`src/rtl/wb_result_select.sv`:
```
// Writeback result select: picks the ALU result or (optionally byte-extended) load
// data and queues it for the register-file write port. A small skid FIFO plus a
// registered output stage absorb write-port stalls without dropping results, and
// writes leave in the order they were accepted.
module wb_result_select #(
  parameter int DATA_W   = 16,
  parameter int ADDR_W   = 3,
  parameter int DEPTH    = 2,
  parameter int ZERO_REG = 1
) (
  input  logic              clk,
  input  logic              rst_n,
  input  logic              in_valid,
  output logic              in_ready,
  input  logic [DATA_W-1:0] alu_result,
  input  logic [DATA_W-1:0] mem_data,
  input  logic              mem_to_reg,
  input  logic              load_byte,
  input  logic              load_unsigned,
  input  logic              byte_sel,
  input  logic              reg_write,
  input  logic [ADDR_W-1:0] rd_addr,
  input  logic              rf_ready,
  output logic              rf_we,
  output logic [ADDR_W-1:0] rf_waddr,
  output logic [DATA_W-1:0] rf_wdata,
  output logic              pending
);

  localparam int HALF  = DATA_W / 2;
  localparam int PTR_W = (DEPTH > 1) ? $clog2(DEPTH) : 1;
  localparam int CNT_W = $clog2(DEPTH + 1);
  localparam logic [CNT_W-1:0] DEPTH_C = CNT_W'(DEPTH);
  localparam logic [CNT_W-1:0] ONE_C   = CNT_W'(1);
  localparam logic [PTR_W-1:0] PTR_ONE = PTR_W'(1);

  // FIFO storage; validity is tracked by count_reg, so the array needs no reset.
  logic [DATA_W-1:0] data_mem [DEPTH];
  logic [ADDR_W-1:0] addr_mem [DEPTH];

  logic [PTR_W-1:0]  wr_ptr_reg;
  logic [PTR_W-1:0]  rd_ptr_reg;
  logic [CNT_W-1:0]  count_reg;
  logic              rf_we_reg;
  logic [ADDR_W-1:0] rf_waddr_reg;
  logic [DATA_W-1:0] rf_wdata_reg;

  logic [DATA_W-1:0] sel_data;
  logic [HALF-1:0]   byte_val;
  logic              drop_zero;
  logic              push;
  logic              pop;

  // Ready depends only on the registered count so it never loops through in_valid/rf_ready.
  assign in_ready  = (count_reg < DEPTH_C);
  assign drop_zero = (ZERO_REG != 0) && (rd_addr == '0);
  assign push      = in_valid && in_ready && reg_write && !drop_zero;
  // Pop whenever the output stage is empty or its current write completes this cycle.
  assign pop       = (count_reg != '0) && (!rf_we_reg || rf_ready);

  // Select the final write data at accept time so the FIFO holds ready-to-write values.
  always_comb begin
    byte_val = byte_sel ? mem_data[DATA_W-1:HALF] : mem_data[HALF-1:0];
    sel_data = alu_result;
    if (mem_to_reg) begin
      if (!load_byte) begin
        sel_data = mem_data;
      end else if (load_unsigned) begin
        sel_data = {{HALF{1'b0}}, byte_val};
      end else begin
        sel_data = {{HALF{byte_val[HALF-1]}}, byte_val};
      end
    end
  end

  // Write accepted results into the slot addressed by the write pointer.
  always_ff @(posedge clk) begin
    if (push) begin
      data_mem[wr_ptr_reg] <= sel_data;
      addr_mem[wr_ptr_reg] <= rd_addr;
    end
  end

  // Pointers and occupancy; pointers wrap naturally since DEPTH is a power of two.
  always_ff @(posedge clk or negedge rst_n) begin
    if (!rst_n) begin
      wr_ptr_reg <= '0;
      rd_ptr_reg <= '0;
      count_reg  <= '0;
    end else begin
      if (push) wr_ptr_reg <= wr_ptr_reg + PTR_ONE;
      if (pop)  rd_ptr_reg <= rd_ptr_reg + PTR_ONE;
      case ({push, pop})
        2'b10:   count_reg <= count_reg + ONE_C;
        2'b01:   count_reg <= count_reg - ONE_C;
        default: count_reg <= count_reg;
      endcase
    end
  end

  // Output stage: load the FIFO head on pop, hold while stalled, clear once the write lands.
  always_ff @(posedge clk or negedge rst_n) begin
    if (!rst_n) begin
      rf_we_reg    <= 1'b0;
      rf_waddr_reg <= '0;
      rf_wdata_reg <= '0;
    end else if (pop) begin
      rf_we_reg    <= 1'b1;
      rf_waddr_reg <= addr_mem[rd_ptr_reg];
      rf_wdata_reg <= data_mem[rd_ptr_reg];
    end else if (rf_we_reg && rf_ready) begin
      rf_we_reg    <= 1'b0;
    end
  end

  assign rf_we    = rf_we_reg;
  assign rf_waddr = rf_waddr_reg;
  assign rf_wdata = rf_wdata_reg;
  assign pending  = (count_reg != '0) || rf_we_reg;

endmodule
```
`config.mk`:
```
export PLATFORM = sky130hd
export DESIGN_NAME = wb_result_select
export DESIGN_NICKNAME = d
export VERILOG_FILES = /design/src/rtl/wb_result_select.sv
export SDC_FILE = /design/constraint.sdc
export NUM_CORES = 1
export LEC_CHECK = 0
export CAP_MARGIN = 20
export CORE_MARGIN = 4
export CORE_UTILIZATION = 45
export CTS_BUF_LIST = sky130_fd_sc_hd__clkbuf_8
export CTS_CLUSTER_SIZE = 28
export DETAILED_ROUTE_END_ITERATION = 8
export DONT_BUFFER_PORTS = 1
export GPL_ROUTABILITY_DRIVEN = 0
export HOLD_SLACK_MARGIN = 0.03
export SLEW_MARGIN = 20
export SYNTH_ARGS = -nofsm -noshare
export SYNTH_HDL_FRONTEND = slang
export SYNTH_SLANG_ARGS = --single-unit
export TNS_END_PERCENT = 5
```
`constraint.sdc`:
```
create_clock -name clk -period 1.71 [get_ports clk]
set_input_delay 0.513 -clock clk [delete_from_list [all_inputs] [get_ports clk]]
set_output_delay 0.513 -clock clk [all_outputs]
set_load 0.03 [all_outputs]
```
==> results of run 1 <==
Yosys cell counts:
cell type,number
o21ai_0,1
inv_1,4
o21ai_2,1
mux2_2,29
xor2_1,1
o22a_1,8
edfxtp_1,38
nand4_2,1
nor2_2,1
clkbuf_1,2
nand2_1,1
buf_2,1
nor2_1,11
nand2_2,1
buf_6,4
a21oi_4,1
mux2_4,9
nor2b_1,8
mux2i_1,9
ha_1,1
xnor2_1,4
clkbuf_2,1
or3_1,1
a21oi_1,8
dfrtp_1,24
nand2b_1,1
where the power goes:
part | switching (uW) | internal [uW] | total (uW)
Sequential | 709 | 1990 | 2700
Combinational | 615 | 796 | 1410
Clock | 506 | 534 | 1040
critical path, stage by stage (launching register included):
cell	delay, ps
dfrtp_1	380
inv_1	80
nand4_2	110
nor2_2	780
stage by stage:
step	std cells	cell area, um2	util
after floorplan	171	2710	-
after global placement	243	2790	0.492
after detailed placement	243	2790	0.492
after CTS	260	2980	0.526
after global routing	260	2990	0.527
final	260	2990	0.527
logic make-up after synthesis:
logic type	count (synthesis)	share of synthesized area
AO/OA/AOI/OAI	19	0.0519
multiplexers	47	0.204
flip-flops	62	0.645
buffers and inverters	12	0.0287
XOR/XNOR	5	0.0162
AND/OR/NAND/NOR	25	0.0491
adder cells (fa/ha/maj)	1	0.00463
per-layer routing:
metal  track usage  part of all wire  wire length, um  vias to the layer above
met5             0                 0                0                        -
met4        0.0777             0.019               98                        0
met3        0.0621             0.068              355                        7
met2         0.242              0.49             2580                       46
met1         0.182              0.42             2220                      689
li1              -                 -                -                      653
layout make-up:
cell class              instances  area (um2)  share of cell area
clock inverters                 5        20.0             0.00669
clock buffers                  10         138              0.0460
well taps                      72        90.1              0.0301
repair buffers                 10        90.1              0.0301
flip-flops and latches         62        1740               0.582
inverters                       4        15.0             0.00502
multi-input cells              97         898               0.300
timing repair:
| action | CTS | global route |
|---|---|---|
| hold endpoints to repair | 24 | 0 |
| setup endpoints to repair | 39 | 39 |
| resized for setup | 1 | 2 |
| gates cloned | 0 | 0 |
| hold buffers | 2 | 0 |
worst min path at each step:
stage                               endpoint  slack [ps]  cells after the start
finish              addr_mem[0][0]$_DFFE_PP_         280                      0
global route        addr_mem[1][2]$_DFFE_PP_         250                      0
CTS                 addr_mem[1][2]$_DFFE_PP_         250                      0
detailed placement  count_reg[1]$_DFFE_PN0P_         220                      0
global placement    count_reg[0]$_DFFE_PN0P_         220                      0
floorplan           count_reg[0]$_DFFE_PN0P_         220                      0
==> results.yml, run 1 <==
timing:
  clock.fmax_mhz: 577
  fin_tns_setup_ps: -710
  setup_ws_ps: -22.8
  skew_ps: 4.15
  drv_slew: 0
  finalCriticalPeriod_ps: 1730
  finalHoldViolCount: 0
  min_period_over_period: 1.01
  max_slew.worst_pin.slew_ps: 996
  rsz0062_at_grt: "true"
  hold_ws_ps: 278
  relSlewSlack: 0.335
  setup_viol: 38
critical_path:
  required_ps: 1660
  setup.worst_path.end_class: "flop"
  r2r_start: "count_reg[1]$_DFFE_PN0P_"
  critPathLaunch: "count_reg[1]$_DFFE_PN0P_"
  critical_path.endpoint: "data_mem[1][4]$_DFFE_PP_"
  r2r-end: "data_mem[1][4]$_DFFE_PP_"
  startpoint_type: "flop"
  critical_path_class: "reg -> reg"
  worstPathArrival_ps: 1680
  path_max_fanout: 19
  r2r_slack_ps: -20
  r2r_cells: 3
power:
  power_leakage_uw: 0.00117
  total_power_uw: 5150
  power_density_nw_per_um2: 1720
  vdd_drop_max_uv: 860
routing:
  drtIter0Drc: 79
  vias: 1395
  via_per_inst: 5.37
  wl_per_cell_um: 20.2
  route.detailed.drc: 0
  firstDrtPassIters: 4
  ant_nets: 0
  drt-total-wl_um: 5250
die:
  rows: 27
  die_w_um: 85.5
  io_pins: 66
  initial_utilization: 0.476
  dieHeight_um: 85.5
  core_area_um2: 5680
  dieArea_um2: 7300
layout:
  layout_commonest_cell: "edfxtp_1"
  area_growth_syn_to_layout_pct: 10.8
  diodes: 0
  fillCellCount: 472
  largest_reg_flops: 32
  layout-drive-gt1-share: 0.351
  final_cell_mix: "edfxtp_1, mux2_2, dfrtp_1"
  nets: 229
clock_network:
  cts_setup_buffers: 0
  cts_root_buffer: "clkbuf_8"
  cts_buffer_depth: 2
  cts_tree: "done"
  cts_sinks: 62
  cts.reportedPaths.clkPinSlew_ps: 60
  clock_latency_ps: 330
  htreeDepth: 3
  numCtsBuffers: 9
grt:
  grt_pass1_vias: 1557
  grt_pass1_wl_um: 8290
  grt_max_degree: 26
  antenna_found_initial: 0
  grtUsageTotal: 0.154
  overflow: 0
place:
  port_buffers: 0
  dp_hpwl_um: 3680
  post-place-ws_ps: -277
outcome:
  status: "finished with violations"
  violations: "setup timing"
job:
  cap_violations: 0
logic_synthesis:
  syn_area_um2: 2700
  synth_top_area_frac: 0.423
  synth.distinct_cells: 26
  syn_avg_cell_area_um2: 15.8
  ys_warn_count: 0
  synth_area_leaders: "edfxtp_1, dfrtp_1, mux2_2, mux2_4, mux2i_1"
  yosysTopAreaCell: "edfxtp_1"
  ys_ff_latch: 62
  syn-num-nets: 216
  yosysSeqAreaShare: 0.645
  syn_inst: 171
hold_path:
  hp-start: "rd_addr[0]"
  hp-class: "in -> reg"
(Power assumes the default switching activity.)
==> inputs of run 2 (changes only) <==
--- a/config.mk
+++ b/config.mk
@@ -5,7 +5,6 @@
 export SDC_FILE = /design/constraint.sdc
 export NUM_CORES = 1
 export LEC_CHECK = 0
-export CAP_MARGIN = 20
 export CORE_MARGIN = 4
 export CORE_UTILIZATION = 45
 export CTS_BUF_LIST = sky130_fd_sc_hd__clkbuf_8
==> results of run 2 <==
No change in the layout: final DEF, timing and power equal those of run 1.
==> edit 1, RTL diff (settings of run 2) <==
The parameter `DATA_W` goes from 16 to 12.
--- a/src/rtl/wb_result_select.sv
+++ b/src/rtl/wb_result_select.sv
@@ -4,5 +4,5 @@
 // writes leave in the order they were accepted.
 module wb_result_select #(
-  parameter int DATA_W   = 16,
+  parameter int DATA_W   = 12,
   parameter int ADDR_W   = 3,
   parameter int DEPTH    = 2,
Interface: changed (resized alu_result, mem_data and rf_wdata); port bits go from 66 to 54. No check against the original RTL was run, so the function may have changed too.
==> edit 1 against run 2 <==
- synthesized cell count fell by 19%
- final area fell by 19%
- clock power fell by 32%
- setup slack better by 0.037 ns
- clock skew up 0.0050 ns
- sequential cell count shrank 12
- total power fell by 20%
- routed wire length fell by 32%
- final cell count fell by 17%
- synthesized area decreased by 18%
- sequential share of layout area decreased by 0.22 points
- critical path type unchanged
- highest routed layer unchanged
==> edit 1: results (changes against run 2) <==
Min path
  • Hold Crit Class: input pin to flop
  • WHS Path Cells: 0 (unchanged)
  • Worst Hold Launch: rd_addr[1]
  • Worst hold endpoint: addr_mem[1][1]$_DFFE_PP_

Timing
  • Worst slew margin: 0.395 (+0.0600)
  • Hold Vio Cnt, Final: 0 (unchanged)
  • Clk_skew: 0.00914 ns (+0.00499 ns)

Setup path
  • RR Endpoint: data_mem[0][2]$_DFFE_PP_
  • Internal reg-to-reg setup slack: 0.01 ns (+0.04 ns)
  • CP Launch Point: count_reg[1]$_DFFE_PN0P_
  • Peak fanout along the critical path: 15 (-4)
  • Reg2Reg Depth: 3 (unchanged)
  • Arrival time at the worst endpoint: 1.63 ns (-0.05 ns)

Cells and area
  • Largest register FFs: 24 (-25%)
  • Antenna diode count: 0 (unchanged)
  • Fraction of layout cells with a size suffix above 1: 0.331 (-0.0200)
  • Nets: 184 (-20%)
  • Non-Filler Instances: 215 (-17%)

Clock network
  • H-tree depth: 2 (-1)
  • Clk_lat worst skew: 0.30 ns (-0.03 ns)
  • CTS Buf Count: 5 (-4)
  • Clk root buf: clkbuf_8
  • Max clock buf depth: 2 (unchanged)
  • Clock transition at path regs: 0.09 ns (+0.03 ns)

Synthesis
  • Post-synth top area share: 0.407 (-0.0154)
  • Post-synth EDFFs: 30 (-21%)
  • Synth Instances: 138 (-19%)
  • Post-synthesis sequential area ratio: 0.633 (-0.0116)
  • Post-synth top cells: edfxtp_1, dfrtp_1, mux2_4, mux2_2, nor2_1
  • Ys flop type: edfxtp_1
  • Synth area leaders: edfxtp_1, dfrtp_1, mux2_4
  • FFs w/ async S/R, synth: 0.400 (+0.0129)
  • Synth unique cells: 25 (-3.8%)
  • Ys Warns: 0 (unchanged)

Place
  • Placed Cells: 206 (-15%)
  • Pre-CTS setup slack: -0.180 ns (+0.0976 ns)
  • DP HPWL: 2.65 mm (-28%)
  • PortBufs: 0 (unchanged)

Drt
  • Wire per inst: 16.5 um (-18%)
  • DR vias/cell: 5.20 (-3.0%)
  • Iteration count of the initial detailed-routing pass: 5 (+1)
  • DR iter-0 viols: 44 (-44%)

Pwr
  • Maximum vdd ir drop: 501 uV (-42%)
  • LEAKAGE: 0.000955 uW (-18%)

Global route
  • Pin count of the biggest net entering global routing: 21 (-19%)
  • Vias in the first global route: 1,214 (-22%)
  • Global-route wire length before repair: 5.89 mm (-29%)
  • Gr usage total: 0.129 (-0.0249)
  • Initial antenna violation count: 0 (unchanged)

Outcome
  • Status: complete, no violations
## edit 1: per-layer routing
metal,global-route usage,share of wire
met5,0,0
met4,0.0664,0.021
met3,0.0539,0.090
met2,0.208,0.50
met1,0.147,0.39
## edit 1: repair_timing
item / 4_1_cts / 5_1_grt
resized for setup: 1 / 0
setup buffers: 0 / 0
endpoints found under the setup margin: 27 / 31
hold buffers: 1 / 0
hold endpoints to repair: 20 / 0
pin swaps: 0 / 0
## edit 1: logic make-up (layout without fill, tap and decap cells)
logic type	count (synthesis)	in the layout	share of synthesized area
buffers and inverters	9	19	0.0300
DFF	50	50	0.633
xor gates and xnor gates	5	5	0.0198
muxes	37	37	0.215
adders and majority gates	1	1	0.00566
AOI/OAI and AO/OA	15	15	0.0492
and+or+nand+nor	21	21	0.0470
## edit 1: worst max path at each step
stage          slack (ns)  cells past startpoint                        to
2_1_floorplan       -0.03                      3  addr_mem[0][0]$_DFFE_PP_
3_3_place_gp        -0.13                      3  data_mem[0][0]$_DFFE_PP_
3_5_place_dp        -0.18                      3  data_mem[1][0]$_DFFE_PP_
4_1_cts             -0.02                      3  data_mem[1][1]$_DFFE_PP_
5_1_grt             -0.17                      3  data_mem[0][2]$_DFFE_PP_
6_report             0.01                      3  data_mem[0][2]$_DFFE_PP_
## edit 1: power by group
group	total [uW]	internal [uW]	switching [uW]
sequential	2180	1610	570
clock	710	334	376
combinational	1230	722	512
## edit 1: cell type report
class | instances | area (um^2)
timing repair buffer | 7 | 67.6
fill | 403 | 2340
tap | 67 | 83.8
sequential | 50 | 1400
inverter | 4 | 15.0
multi-input combinational | 79 | 752
clock buffer | 6 | 82.6
clock inverter | 2 | 15.0
## edit 1: metrics by stage
stage,TNS (ns),hold slack [ns],area (um^2)
6_report,0,0.298,2420
3_5_place_dp,-5.34,0.218,2310
3_3_place_gp,-3.72,0.218,2310
5_1_grt,-4.39,0.267,2420
4_1_cts,-0.251,0.291,2420
2_1_floorplan,-0.897,0.217,2220
## edit 1: worst max-delay path, stage by stage (launching register included)
cell     delay, ns
dfrtp_1       0.40
inv_1         0.08
nand4_1       0.20
nor2_2        0.65
==> edit 2, RTL diff (settings of run 2) <==
Without the edit above. Make the reset (`rst_n`) synchronous in 2 clocked blocks.
--- a/src/rtl/wb_result_select.sv
+++ b/src/rtl/wb_result_select.sv
@@ -83,5 +83,5 @@
 
   // Pointers and occupancy; pointers wrap naturally since DEPTH is a power of two.
-  always_ff @(posedge clk or negedge rst_n) begin
+  always_ff @(posedge clk) begin
     if (!rst_n) begin
       wr_ptr_reg <= '0;
@@ -100,5 +100,5 @@
 
   // Output stage: load the FIFO head on pop, hold while stalled, clear once the write lands.
-  always_ff @(posedge clk or negedge rst_n) begin
+  always_ff @(posedge clk) begin
     if (!rst_n) begin
       rf_we_reg    <= 1'b0;
Function: differs if rst_n is asserted again (counterexample within 4 cycles, from zero or initial values and one cycle with rst_n low); with rst_n held inactive, the same outputs for 10 cycles.
==> edit 2 against run 2 <==
- clock skew grew 0.00055 ns
- utilization is 1.4 points lower
- synthesized area grew 1.1%
- global-route usage fell by 0.30 points
- setup slack improved by 0.092 ns
- critical path depth shrank 2
- count of clock-buffer cells in the layout unchanged
- routed wire length fell by 2.2%
- sequential cell count unchanged
- final area up 0.88%
- total power down 1.7%
- non-clock buffer count up 4
- clock power barely moved
- register-to-register slack improved by 0.13 ns
==> edit 2: results (changes against run 2) <==
Outcome
  • Status: complete, no violations

Place
  • Pre-CTS setup slack: -0.0580 ns (+0.219 ns)
  • Placed Cells: 280 (+15%)
  • DP HPWL: 3.71 mm (+0.87%)

Min path
  • Worst hold endpoint: addr_mem[0][2]$_DFFE_PP_

Setup path
  • RR Endpoint: count_reg[1]$_SDFFE_PN0P_
  • Arrival time at the worst endpoint: 1.13 ns (-0.55 ns)
  • R2R Path Start: count_reg[1]$_SDFFE_PN0P_
  • CP max stage cell: or3_4
  • Peak fanout along the critical path: 9 (-10)
  • CP Launch Point: count_reg[1]$_SDFFE_PN0P_
  • Max incr delay on CP: 0.43 ns (-0.35 ns)
  • Reg2Reg Depth: 5 (+2)

Synthesis
  • Post-synth top cells: edfxtp_1, mux2i_1, dfxtp_1, a21oi_1, nor2_1
  • Post-synthesis sequential area ratio: 0.594 (-0.0508)
  • Post-synthesis average cell area: 13.3 um^2 (-16%)
  • Synth area leaders: edfxtp_1, dfxtp_1, mux2i_1
  • Synth unique cells: 30 (+15%)

Pwr
  • Maximum vdd ir drop: 1070 uV (+24%)
  • LEAKAGE: 0.00104 uW (-11%)

Global route
  • Vias in the first global route: 1,680 (+7.9%)
  • Global-route wire length before repair: 8.12 mm (-2.1%)
  • Gr usage total: 0.151 (-0.00300)

Cells and area
  • Non-Filler Instances: 296 (+14%)
  • Fillers: 502 (+6.4%)
  • Nets: 261 (+14%)

Timing
  • Hold slack: 0.266 ns (-0.0116 ns)
  • Clk_skew: 0.00470 ns (+0.000549 ns)

Drt
  • DR iter-0 viols: 84 (+6.3%)
edit 2: cell types whose count changed in the layout (fill, tap and decap cells not counted), moves of 4 or more:
cell | run 2 | this run
buf_4 | 8 | 12
a211oi_2 | 0 | 10
dfxtp_1 | 0 | 23
dfrtp_1 | 24 | 0
a211oi_1 | 0 | 9
mux2_2 | 29 | 0
a21oi_1 | 8 | 21
mux2_4 | 9 | 0
mux2i_1 | 9 | 28
a21oi_2 | 0 | 10
edit 2: what timing repair did:
item / in CTS / in global routing
pin swaps: 0 / 0
gates cloned: 0 / 0
resized for setup: 1 / 1
buffers inserted: 0 / 0
setup endpoints to repair: 1 / 1
edit 2: cell families (layout without fill, tap and decap cells):
logic type	Yosys count	after routing	share of synthesized area
buffers and inverters	18	34	0.0532
xor gates and xnor gates	2	2	0.00642
AOI/OAI and AO/OA	62	62	0.177
adders and majority gates	1	1	0.00458
and+or+nand+nor	32	32	0.0624
muxes	28	28	0.103
DFF	62	62	0.594
edit 2: metrics by stage:
step / power, uW / TNS, ns / cell area [um^2]
6_report: 5070 / 0 / 3020
5_1_grt: 5360 / 0 / 3020
2_1_floorplan: 3790 / -0.0201 / 2760
3_5_place_dp: 4060 / -0.0580 / 2850
3_3_place_gp: 4010 / -0.0217 / 2850
4_1_cts: 5130 / 0 / 3020
edit 2: worst max-delay path by stage:
stage | slack (ns) | to | depth (start not counted)
5_1_grt | 0.03 | pending | 1
6_report | 0.07 | pending | 1
3_3_place_gp | -0.02 | count_reg[1]$_SDFFE_PN0P_ | 6
2_1_floorplan | -0.02 | count_reg[1]$_SDFFE_PN0P_ | 5
4_1_cts | 0.007 | pending | 1
3_5_place_dp | -0.06 | count_reg[1]$_SDFFE_PN0P_ | 6
edit 2: layout make-up:
type	instances	share of cell area
clock buffer	10	0.0456
clock inverter	6	0.00787
inverter	4	0.00622
multi-input combinational	125	0.329
sequential	62	0.538
tap	75	0.0311
timing repair buffer	14	0.0431
edit 2: routing by layer:
layer | global-route usage | wire length, um
met1 | 0.179 | 2280
met4 | 0.0906 | 130
met5 | 0 | 0
met2 | 0.230 | 2350
met3 | 0.0605 | 375
edit 2: worst register-to-register path, stage by stage, from the launching register on:
cell     delay, ns
dfxtp_2       0.36
or3_4         0.42
ha_4          0.17
xnor2_1       0.13
or3_1         0.31
a21oi_1       0.15
edit 2: power breakdown:
part / total [uW] / leakage, uW / switching [uW] / internal (uW)
sequential: 2300 / 0.000545 / 433 / 1870
clock: 1040 / 0.0000987 / 505 / 536
combinational: 1730 / 0.000394 / 959 / 768
